==> src/rtl/systolic_result_streamer_pkg.sv <==
// Shared types and sizing for the systolic result streamer.
package systolic_result_streamer_pkg;

  localparam int N      = 4;
  localparam int ELEM_W = 16;
  localparam int BEATS  = 16;
  localparam int IDX_W  = $clog2(BEATS);

  typedef enum logic {
    IDLE   = 1'b0,
    STREAM = 1'b1
  } state_e;

endpackage

==> src/rtl/systolic_result_streamer.sv <==
// Serialises a completed 4x4 product matrix into 16 ready/valid beats,
// scanning row-major or column-major, and flags results that arrive while
// a previous matrix is still being streamed.
module systolic_result_streamer
  import systolic_result_streamer_pkg::*;
#(
  parameter bit COL_MAJOR = 1'b0
) (
  input  logic                                 i_clk,
  input  logic                                 i_arst,
  input  logic                                 i_validResult,
  input  logic [N-1:0][N-1:0][ELEM_W-1:0]      i_c,
  output logic                                 o_valid,
  input  logic                                 i_ready,
  output logic [ELEM_W-1:0]                    o_data,
  output logic [1:0]                           o_row,
  output logic [1:0]                           o_col,
  output logic                                 o_last,
  output logic                                 o_busy,
  output logic                                 o_overrun,
  input  logic                                 i_clearOverrun
);

  localparam logic [IDX_W-1:0] LAST_K = IDX_W'(BEATS - 1);

  state_e                            state_q;
  logic [IDX_W-1:0]                  k_q;
  logic [N-1:0][N-1:0][ELEM_W-1:0]   hold_q;
  logic                              overrun_q;
  logic                              overrun_d;

  logic                              xfer;
  logic                              lastXfer;
  logic                              overrunSet;
  logic [1:0]                        rowIdx;
  logic [1:0]                        colIdx;

  // Handshake decode: o_valid is purely the registered state, so i_ready
  // never reaches o_valid combinationally.
  assign xfer       = (state_q == STREAM) && i_ready;
  assign lastXfer   = xfer && (k_q == LAST_K);
  assign overrunSet = i_validResult && (state_q == STREAM) && !lastXfer;

  // Beat index to matrix coordinate; the upper half of k selects the outer
  // scan dimension.
  assign rowIdx = COL_MAJOR ? k_q[1:0] : k_q[IDX_W-1:IDX_W/2];
  assign colIdx = COL_MAJOR ? k_q[IDX_W-1:IDX_W/2] : k_q[1:0];

  // Sticky overrun flag: a fresh drop takes priority over a clear request.
  always_comb begin
    overrun_d = overrunSet | (overrun_q & ~i_clearOverrun);
  end

  // Streaming FSM with hold register and beat index.
  always_ff @(posedge i_clk or posedge i_arst) begin
    if (i_arst) begin
      state_q   <= IDLE;
      k_q       <= '0;
      hold_q    <= '0;
      overrun_q <= 1'b0;
    end else begin
      overrun_q <= overrun_d;
      case (state_q)
        IDLE: begin
          if (i_validResult) begin
            hold_q  <= i_c;
            k_q     <= '0;
            state_q <= STREAM;
          end
        end
        STREAM: begin
          if (lastXfer) begin
            k_q <= '0;
            if (i_validResult) begin
              hold_q <= i_c;
            end else begin
              state_q <= IDLE;
            end
          end else if (xfer) begin
            k_q <= k_q + IDX_W'(1);
          end
        end
        default: begin
          state_q <= IDLE;
          k_q     <= '0;
        end
      endcase
    end
  end

  assign o_valid   = (state_q == STREAM);
  assign o_busy    = (state_q == STREAM);
  assign o_last    = (state_q == STREAM) && (k_q == LAST_K);
  assign o_data    = hold_q[rowIdx][colIdx];
  assign o_row     = rowIdx;
  assign o_col     = colIdx;
  assign o_overrun = overrun_q;

endmodule

==> config.mk <==
export PLATFORM = sky130hd
export DESIGN_NAME = systolic_result_streamer
export DESIGN_NICKNAME = d
export VERILOG_FILES = /design/src/rtl/systolic_result_streamer_pkg.sv /design/src/rtl/systolic_result_streamer.sv
export SDC_FILE = /design/constraint.sdc
export NUM_CORES = 1
export LEC_CHECK = 0
export CELL_PAD_IN_SITES_DETAIL_PLACEMENT = 2
export CELL_PAD_IN_SITES_GLOBAL_PLACEMENT = 2
export CORE_UTILIZATION = 39
export CTS_CLUSTER_DIAMETER = 150
export DETAILED_ROUTE_END_ITERATION = 16
export HOLD_SLACK_MARGIN = 0.12
export PLACE_DENSITY_LB_ADDON = 0.08
export SYNTH_ARGS = -nofsm -noshare
export SYNTH_HDL_FRONTEND = slang
export SYNTH_SLANG_ARGS = --single-unit
export TNS_END_PERCENT = 100
==> constraint.sdc <==
create_clock -name i_clk -period 16.4 [get_ports i_clk]
set_input_delay 4.1 -clock i_clk [delete_from_list [all_inputs] [get_ports i_clk]]
set_output_delay 4.1 -clock i_clk [all_outputs]
set_load 0.03 [all_outputs]
==> metrics <==
largest net degree at the start of global routing 119; Row Count 66; total power 3.17 mW; Initial DRC Count 348; mapped cell area 13000 um^2; synth warn 0; syn_area_per_cell 17.1 um^2; Longest Clk Path Bufs 3; Worst Setup Start Kind register; Max Cap Viol 0; period utilisation layout 0.497; vias in the first global route 8796; CTS clk-pin slew, worst paths 0.05 ns; slowest CP cell dfrtp_4; CP Class reg -> out; Setup WS post-layout 8.24 ns; CP max FO 34; Post-CTS Setup Bufs 0; core outline area 32600 um^2; RSZ-0062 raised after global routing no; most frequent cells in the layout clkdlybuf4s50_1, dfrtp_1, mux2_4; placer congestion estimate 0.724; number of clock sinks 262; Max Freq 123 MHz; Post-Syn Nets 1021; crit path capture type output port; I/O pin total 285; sequential cell area fraction in the yosys report 0.505; Non-Filler Instances 1490; share of the synthesized area in the top cell type 0.505; Nets 1291; CTS Hold Bufs 0; slew of the pin with the lowest slew margin 1.05 ns; Vias/cell 5.11; first-pass GRT wire length 54400 um; leakage 7.18 nW; commonest non-fill, non-tap cell in the layout clkdlybuf4s50_1; DP HPWL 24800 um; share of layout cells above drive strength 1 0.297; Netlist cell types 30; initial antenna violation count 2; initial core utilization 0.398; CTS tree yes; total iterations of the first detailed-routing run 6; Final Max Tran Viols 0; die height 184 um; grt ovf 0; P&R area growth vs syn 28.8%; Skew-Pair Late Insertion Delay 0.55 ns; fin crit period 8.16 ns; outcome completed; min-delay worst type reg -> reg; Synth Instances 759; cell taking the most area after synthesis dfrtp_1; Post-Route Setup TNS 0 ns; Critical Path RT 12.30 ns; Crit path largest cell delay 0.77 ns; H-tree level count 1; register bit count reported by yosys 262; Layout Skew 0.0118 ns; die area 34000 um^2; Hold Worst Slack 0.481 ns; Detailed Route WL 35400 um; Setup WS pre-CTS 8.78 ns; # DRC 0; worst path cell trace buf_4 -> mux4_2 -> nor2b_1 -> a211oi_1 -> a21oi_1 -> clkdlybuf4s50_1; TritonCTS Buffers 31; WP buf/inv 2; final setup fails 0; post-CTS resize count 0; gr usage total 0.212; Avg WL per Cell 23.7 um; CP delay by family, top buffers and inverters; Slew headroom 0.301; final-report hold violation count 0; main area contributors after synthesis dfrtp_1, mux2_4, mux4_2; # port buffers 284; Worst EP arrival 4.06 ns; antenna-violating nets left 0; total number of vias 7621; Peak VDD IR 87.5 uV; cell area power density 190 nW/um^2; placed cell count 1438; Clock Tree Root clkbuf_16; die width 184 um
==> stage by stage <==
| step | area [um^2] | utilization |
|---|---|---|
| after floorplan | 13000 | - |
| after global placement | 15800 | 0.484 |
| after detailed placement | 15800 | 0.484 |
| after CTS | 16700 | 0.512 |
| after global routing | 16700 | 0.512 |
| final | 16700 | 0.512 |
==> metal layers <==
metal  wire, um  up-vias  track usage  share of wire
met3       2010       45       0.0435          0.057
met5          0        -            0              0
met1      16700     4009        0.309           0.47
met4        600        0       0.0390          0.017
li1           -     3342            -              -
met2      16100      225        0.329           0.46
==> cell families (layout without fill, tap and decap cells) <==
kind of cell | Yosys count | count (layout) | share of synthesized area
compound gates | 45 | 45 | 0.0226
mux | 346 | 346 | 0.401
fa+ha+maj | 1 | 1 | 0.000964
other cells | 0 | 3 | 0
buf+inv | 59 | 345 | 0.0521
flops | 262 | 262 | 0.505
simple gates | 46 | 46 | 0.0182
==> worst reg2reg max path, delay by kind of cell (launching register included) <==
kind / cells / cell delay (ns)
buffers and inverters: 2 / 1.69
AOI/OAI and AO/OA: 1 / 0.20
adders and majority gates: 1 / 0.46
and+or+nand+nor: 2 / 0.70
DFF: 1 / 0.84
muxes: 1 / 0.43
==> cell usage after synthesis <==
| cell | count |
|---|---|
| dfrtp_1 | 262 |
| mux2_4 | 200 |
| mux2_1 | 56 |
| mux4_2 | 53 |
| mux2i_1 | 37 |
| buf_12 | 22 |
| nand2_1 | 15 |
| buf_2 | 14 |
| nor2b_1 | 14 |
| a21oi_1 | 12 |
| a211oi_1 | 11 |
| a22oi_1 | 8 |
| buf_6 | 8 |
| clkbuf_1 | 7 |
| nand3_1 | 6 |
| o22ai_1 | 6 |
| buf_4 | 5 |
| o21ai_1 | 5 |
| inv_1 | 3 |
| and2_1 | 2 |
| and3_1 | 2 |
| nor2_1 | 2 |
| nor3_1 | 2 |
| a22o_1 | 1 |
| a32o_1 | 1 |
| ha_1 | 1 |
| nand2_2 | 1 |
| nand2b_1 | 1 |
| nor3b_1 | 1 |
| o21ai_2 | 1 |
==> final cells by class <==
type                       instances  area [um^2]
antenna                            3         7.51
timing repair buffer             293         2910
clock buffer                      46          892
fill                            2938        15900
clock inverter                     3         18.8
inverter                           3         18.8
multi-input combinational        438         5740
tap                              442          553
sequential                       262         6570
==> worst paths after layout <==
| check | startpoint | end | slack [ns] | depth (start not counted) |
|---|---|---|---|---|
| max | k_q[2] | o_data[11] | 8.24 | 6 |
| min | hold_q[124] | hold_q[124] | 0.48 | 1 |
| max reg2reg | k_q[0] | hold_q[83] | 11.94 | 7 |
| min reg2reg | hold_q[124] | hold_q[124] | 0.48 | 1 |
| max in group asynchronous | i_arst | k_q[0] | 10.66 | 3 |
| min in group asynchronous | i_arst | hold_q[173] | 4.14 | 2 |
==> flip-flops by register name, summed over array words and instances, names as in the netlist <==
signal / cells
hold_q: 256
k_q: 4
o_busy: 1
o_overrun: 1
==> power by group <==
part | total (mW) | leakage [nW] | switching (mW) | internal (mW)
logic | 1.33 | 3.54 | 0.512 | 0.814
registers | 1.22 | 3.19 | 0.255 | 0.964
clock network | 0.626 | 0.448 | 0.257 | 0.369
total | 3.17 | 7.18 | 1.02 | 2.15
(Power assumes the default switching activity.)
